File: src/rtl/interrupt_ctrl_pkg.sv
// ----------------------------------------------------------------------------
// interrupt_ctrl_pkg
// Shared constants and types for the interrupt controller:
//   - bus addresses of the IF (flag) and IE (enable) registers
//   - source index constants (VBlank, LCDC, Timer, Serial, Joypad)
//   - dispatch vector base and the helper that turns an index into a vector
//   - dispatch FSM state encoding
// ----------------------------------------------------------------------------
package interrupt_ctrl_pkg;

  localparam logic [15:0] ADDR_IF = 16'hFF0F;
  localparam logic [15:0] ADDR_IE = 16'hFFFF;

  localparam int SRC_VBLANK = 0;
  localparam int SRC_LCDC   = 1;
  localparam int SRC_TIMER  = 2;
  localparam int SRC_SERIAL = 3;
  localparam int SRC_JOYPAD = 4;

  localparam logic [7:0] VEC_BASE = 8'h40;

  typedef enum logic {
    ST_IDLE = 1'b0,
    ST_ACK  = 1'b1
  } state_t;

  // Each source owns an 8-byte slot above the vector base.
  function automatic logic [7:0] vector_for(input int unsigned idx);
    return VEC_BASE + 8'(idx << 3);
  endfunction

endpackage

File: src/rtl/int_prio_enc.sv
// ----------------------------------------------------------------------------
// int_prio_enc
// Combinational priority encoder: the lowest set bit of the mask wins.
// Ports:
//   mask  - candidate requests (IF & IE)
//   idx   - index of the lowest set bit (0 when nothing is set)
//   valid - high when any mask bit is set
// ----------------------------------------------------------------------------
module int_prio_enc #(
  parameter int N     = 5,
  parameter int IDX_W = (N > 1) ? $clog2(N) : 1
) (
  input  logic [N-1:0]     mask,
  output logic [IDX_W-1:0] idx,
  output logic             valid
);

  // Scan from the top down so the lowest-numbered set bit is the last
  // assignment and therefore the one that sticks.
  always_comb begin
    idx   = '0;
    valid = 1'b0;
    for (int i = N - 1; i >= 0; i--) begin
      if (mask[i]) begin
        idx   = IDX_W'(i);
        valid = 1'b1;
      end
    end
  end

endmodule

File: src/rtl/interrupt_ctrl.sv
// ----------------------------------------------------------------------------
// interrupt_ctrl
// Game-boy style interrupt controller with IF (FF0F) and IE (FFFF) registers.
// Ports:
//   clk, rst_n      - system clock, asynchronous active-low reset
//   a, din, dout    - bus address, write data, combinational read data
//   rd, wr          - bus read / write strobes
//   int_req         - peripheral request levels (edge-detected into IF)
//   int_ack         - one-cycle acknowledge pulse to the dispatched source
//   cpu_int_pending - any enabled flag set; also the HALT wake signal
//   cpu_int_take    - CPU dispatch strobe
//   cpu_int_vector  - low byte of the dispatch address, held between takes
// ----------------------------------------------------------------------------
module interrupt_ctrl
  import interrupt_ctrl_pkg::*;
#(
  parameter int NUM_SRC = 5
) (
  input  logic               clk,
  input  logic               rst_n,
  input  logic [15:0]        a,
  input  logic [7:0]         din,
  output logic [7:0]         dout,
  input  logic               rd,
  input  logic               wr,
  input  logic [NUM_SRC-1:0] int_req,
  output logic [NUM_SRC-1:0] int_ack,
  output logic               cpu_int_pending,
  input  logic               cpu_int_take,
  output logic [7:0]         cpu_int_vector
);

  localparam int IDX_W = (NUM_SRC > 1) ? $clog2(NUM_SRC) : 1;

  state_t             state_q, state_d;
  logic [NUM_SRC-1:0] if_q, if_d;
  logic [NUM_SRC-1:0] req_q;
  logic [NUM_SRC-1:0] rise;
  logic [NUM_SRC-1:0] clr_mask;
  logic [7:0]         ie_q, ie_eff;
  logic [IDX_W-1:0]   sel_idx;
  logic               sel_valid;
  logic               wr_if, wr_ie;
  logic               dispatch;

  assign wr_if = wr && (a == ADDR_IF);
  assign wr_ie = wr && (a == ADDR_IE);
  assign rise  = int_req & ~req_q;

  // A write to IE in the same cycle as a take already counts for selection,
  // so software disabling interrupts during dispatch yields the null vector.
  assign ie_eff = wr_ie ? din : ie_q;

  assign cpu_int_pending = |(if_q & ie_q[NUM_SRC-1:0]);

  int_prio_enc #(
    .N     (NUM_SRC),
    .IDX_W (IDX_W)
  ) u_prio (
    .mask  (if_q & ie_eff[NUM_SRC-1:0]),
    .idx   (sel_idx),
    .valid (sel_valid)
  );

  // Dispatch FSM next-state: a take is only honoured in IDLE, and ACK lasts
  // exactly one cycle so a held take cannot dispatch twice back to back.
  always_comb begin
    state_d  = state_q;
    dispatch = 1'b0;
    clr_mask = '0;
    case (state_q)
      ST_IDLE: begin
        if (cpu_int_take) begin
          dispatch = 1'b1;
          if (sel_valid) begin
            clr_mask = NUM_SRC'(1) << sel_idx;
            state_d  = ST_ACK;
          end
        end
      end
      ST_ACK:  state_d = ST_IDLE;
      default: state_d = ST_IDLE;
    endcase
  end

  // IF next value: bus write first, then new rising edges override it, and
  // the dispatch clear has the final word on its own bit.
  always_comb begin
    if_d = if_q;
    if (wr_if) if_d = din[NUM_SRC-1:0];
    if_d = (if_d | rise) & ~clr_mask;
  end

  // Bus read mux; unused high bits of IF read back as ones.
  always_comb begin
    dout = 8'hFF;
    if (rd) begin
      if (a == ADDR_IF)      dout[NUM_SRC-1:0] = if_q;
      else if (a == ADDR_IE) dout = ie_q;
    end
  end

  // Registers. The acknowledge is the clear mask delayed by one cycle, which
  // makes it one-hot (or zero) and drops asynchronously on reset.
  always_ff @(posedge clk or negedge rst_n) begin
    if (!rst_n) begin
      state_q        <= ST_IDLE;
      if_q           <= '0;
      ie_q           <= '0;
      req_q          <= '0;
      int_ack        <= '0;
      cpu_int_vector <= '0;
    end else begin
      state_q <= state_d;
      if_q    <= if_d;
      req_q   <= int_req;
      int_ack <= clr_mask;
      if (wr_ie) ie_q <= din;
      if (dispatch) cpu_int_vector <= sel_valid ? vector_for(32'(sel_idx)) : 8'h00;
    end
  end

endmodule

File: config.mk
export PLATFORM = sky130hd
export DESIGN_NAME = interrupt_ctrl
export DESIGN_NICKNAME = d
export VERILOG_FILES = /design/src/rtl/interrupt_ctrl_pkg.sv /design/src/rtl/int_prio_enc.sv /design/src/rtl/interrupt_ctrl.sv
export SDC_FILE = /design/constraint.sdc
export NUM_CORES = 1
export LEC_CHECK = 0
export CORE_ASPECT_RATIO = 1.4
export CORE_UTILIZATION = 30
export CTS_BUF_LIST = sky130_fd_sc_hd__clkbuf_8
export DETAILED_ROUTE_END_ITERATION = 10
export PLACE_DENSITY = 0.59
export SETUP_SLACK_MARGIN = 0.1
export SLEW_MARGIN = 20
export SYNTH_ARGS = -nofsm -noshare
export SYNTH_HDL_FRONTEND = slang
export SYNTH_SLANG_ARGS = --single-unit
File: constraint.sdc
create_clock -name clk -period 4 [get_ports clk]
set_clock_uncertainty 0.05 [all_clocks]
set_input_delay 0.4 -clock clk [delete_from_list [all_inputs] [get_ports clk]]
set_output_delay 0.4 -clock clk [all_outputs]
set_load 0.005 [all_outputs]
==> metrics.txt <==
CTS resizes=0; Die H=84.1 microns; setup bufs post-CTS=0; Post-synth EDFFs=0; GP Congestion=0.800; Switching Fraction=between 20% and 30%; RSZ-0062 raised after global routing=no; Detailed Place HPWL=2920 microns; Final min period=around 3 ns; Yosys reg bits=28; DRC violations left=0; sequential share of the synthesized area=between 40% and 50%; Final Hold Fails=0; P_leak=0.879 nW; die area=5100 sq um; final antenna-violating net count=0; Post-Syn Area per Cell=10.3 sq um; Gate Count Post-Synth=140; clock share of power=33.5%; Max Clk Rate=335 MHz; Final setup viols=0; run status=complete, no violations; CTS Root Cell=clkbuf_8; CTS tree=yes; Chip Width=60.6 microns; CP required=3.55 ns; Clock Tree Buf Depth=2; final WL=between 3000 and 4000 microns; clock latency on the worst-skew pair=approximately 0.27 ns; Final period util=between 70% and 80%; via count=around 1300; placed cell area=2000 sq um; fill count=between 400 and 500; row count=29; drt wl/cell=14.9 microns; Overflow after GRT=0; count leader, synth=dfrtp_1; post-route setup TNS=0 ns; mapped cell area=1440 sq um; Combinational Power Share=11.3%; Synth async-reset ratio=100%; maximum VDD drop=0.151 mV; Setup crit end kind=output port; first-pass GRT wire length=5950 microns; CTS Hold Bufs=0; yosys warns=0; Worst-path clk slew=0.09 ns; synth cell count leaders=dfrtp_1, nand2_1, mux2i_1; GRT Overall Usage=15.5%; CTS buffer count=3; Setup Crit Path Kind=in -> out; Sequential Power Share=around 55%; critical path arrival=2.54 ns; I/O Pins=56; CP Launch Type=input pin; min-delay worst type=reg -> reg; # diodes=0; hold_ws=0.429 ns; NetSw=~110 uW; CP max FO=8; slew margin rel.=41.4%; drt first pass iters=4; number of global-route vias before repair=1284; pin count of the biggest net entering global routing=29; initial core utilization=approximately a third; Synth Flop Type=dfrtp_1; Tightest Pin Transition=roughly 0.88 ns; post-synth top area share=around half; Layout area overhead=42.5%; core area=~4600 sq um; Synth area leaders=dfrtp_1, mux2i_1, nand2_1; Int Power=410 uW; max-cap violations=0; share of layout cells above drive strength 1=5.73%; H-tree levels=1; vias per cell=about 5; Synth cell types=33; initial antenna violation count=0; Cell Pwr Density=roughly 250 nW/um^2; design area=2060 sq um; Slew Viols, Final=0; cell taking the most area after synthesis=dfrtp_1; I/O Buffers=51; Detailed Route Iter0 Violations=50; CTS sink count=28; layout net count=227
## power groups by stage
stage | Combinational (mW) | Sequential, mW | Clock [mW]
after floorplan | 0.0155 | 0.293 | 0
after global placement | 0.0586 | 0.293 | 0
after detailed placement | 0.0594 | 0.293 | 0
after CTS | 0.0598 | 0.287 | 0.181
after global routing | 0.0646 | 0.287 | 0.189
final | 0.0588 | 0.287 | 0.174
## cell type report
class	instances	area, sq um	share of cell area, %
Tap cell	62	77.6	3.77
Sequential cell	28	701	34.1
Clock buffer	4	55.1	2.68
Multi-Input combinational cell	108	706	34.3
Timing Repair Buffer	52	518	25.2
## sequential cells by signal (all words and copies together), names as in the netlist
| name | count |
|---|---|
| cpu_int_vector | 4 |
| ie_q | 8 |
| if_q | 5 |
| int_ack | 5 |
| req_q | 5 |
| state_q | 1 |
## critical path, cell delays in order
cell             delay [ns]
clkdlybuf4s50_1        0.46
nand4_1                0.14
nor3_2                 0.36
nand3_1                0.34
or2_2                  0.38
clkdlybuf4s50_1        0.45
## placed cells by master, fill, tap and decap left out
cell             synthesis  final
o21a_1                   2      2
clkdlybuf4s50_1          0     51
o32a_1                   1      1
nor4_1                   1      1
nand3_1                  7      7
o21ai_0                  1      1
clkbuf_8                 0      4
or3_4                    1      1
conb_1                   1      4
and4_1                   1      1
a21oi_1                  7      7
nand4_1                  6      6
mux2i_1                  9      9
a21o_1                   1      1
a32o_1                   1      1
nor2_8                   1      1
dfrtp_1                 28     28
nor2_1                   2      2
o22a_1                   5      5
a22oi_1                  6      6
and2_1                   4      4
nand2_1                 22     22
nor3_1                   4      4
o211a_1                  1      1
nor3_2                   1      1
nor2b_1                  1      1
mux2_1                   5      5
nand2b_1                 6      6
and3_1                   1      1
a221o_1                  1      1
buf_4                    6      1
a31oi_1                  2      2
or2_2                    3      3
nand3b_1                 1      1
## through the flow
step                      setup WS [ns]  std cells  power, mW  utilization, %
after floorplan                    2.19        143      0.308               -
after global placement             1.07        250      0.351            43.8
after detailed placement           1.02        250      0.352            43.8
after CTS                          1.01        254      0.528            45.0
after global routing              0.883        254      0.541            45.0
final                              1.01        254      0.520            45.0
## per-layer routing
layer	wire [microns]	up-vias	global-route usage, %
met4	35	0	4.34
met2	2000	47	27.6
met3	229	4	2.64
met1	1540	606	18.4
met5	0	-	0
li1	-	610	-
## path summary, 6_finish.rpt
path,startpoint,to,slack (ns),depth (start not counted)
worst max-delay path,a[0],dout[5],1.01,6
min in group asynchronous,rst_n,req_q[0],0.45,2
worst min-delay path,ie_q[7],ie_q[7],0.43,2
worst max register to register,state_q,if_q[4],2.18,5
worst min register to register,ie_q[7],ie_q[7],0.43,2
max in group asynchronous,rst_n,state_q,3.19,2
## logic make-up (layout without fill, tap and decap cells)
| logic type | Yosys count | after routing | synth area share (%) |
|---|---|---|---|
| AOI/OAI and AO/OA | 28 | 28 | 14.1 |
| muxes | 14 | 14 | 10.1 |
| other | 1 | 4 | 0.260 |
| and+or+nand+nor | 62 | 62 | 23.6 |
| DFF | 28 | 28 | 48.5 |
| buffers and inverters | 7 | 56 | 3.38 |
Note: power is estimated with default switching activity, not from simulation.
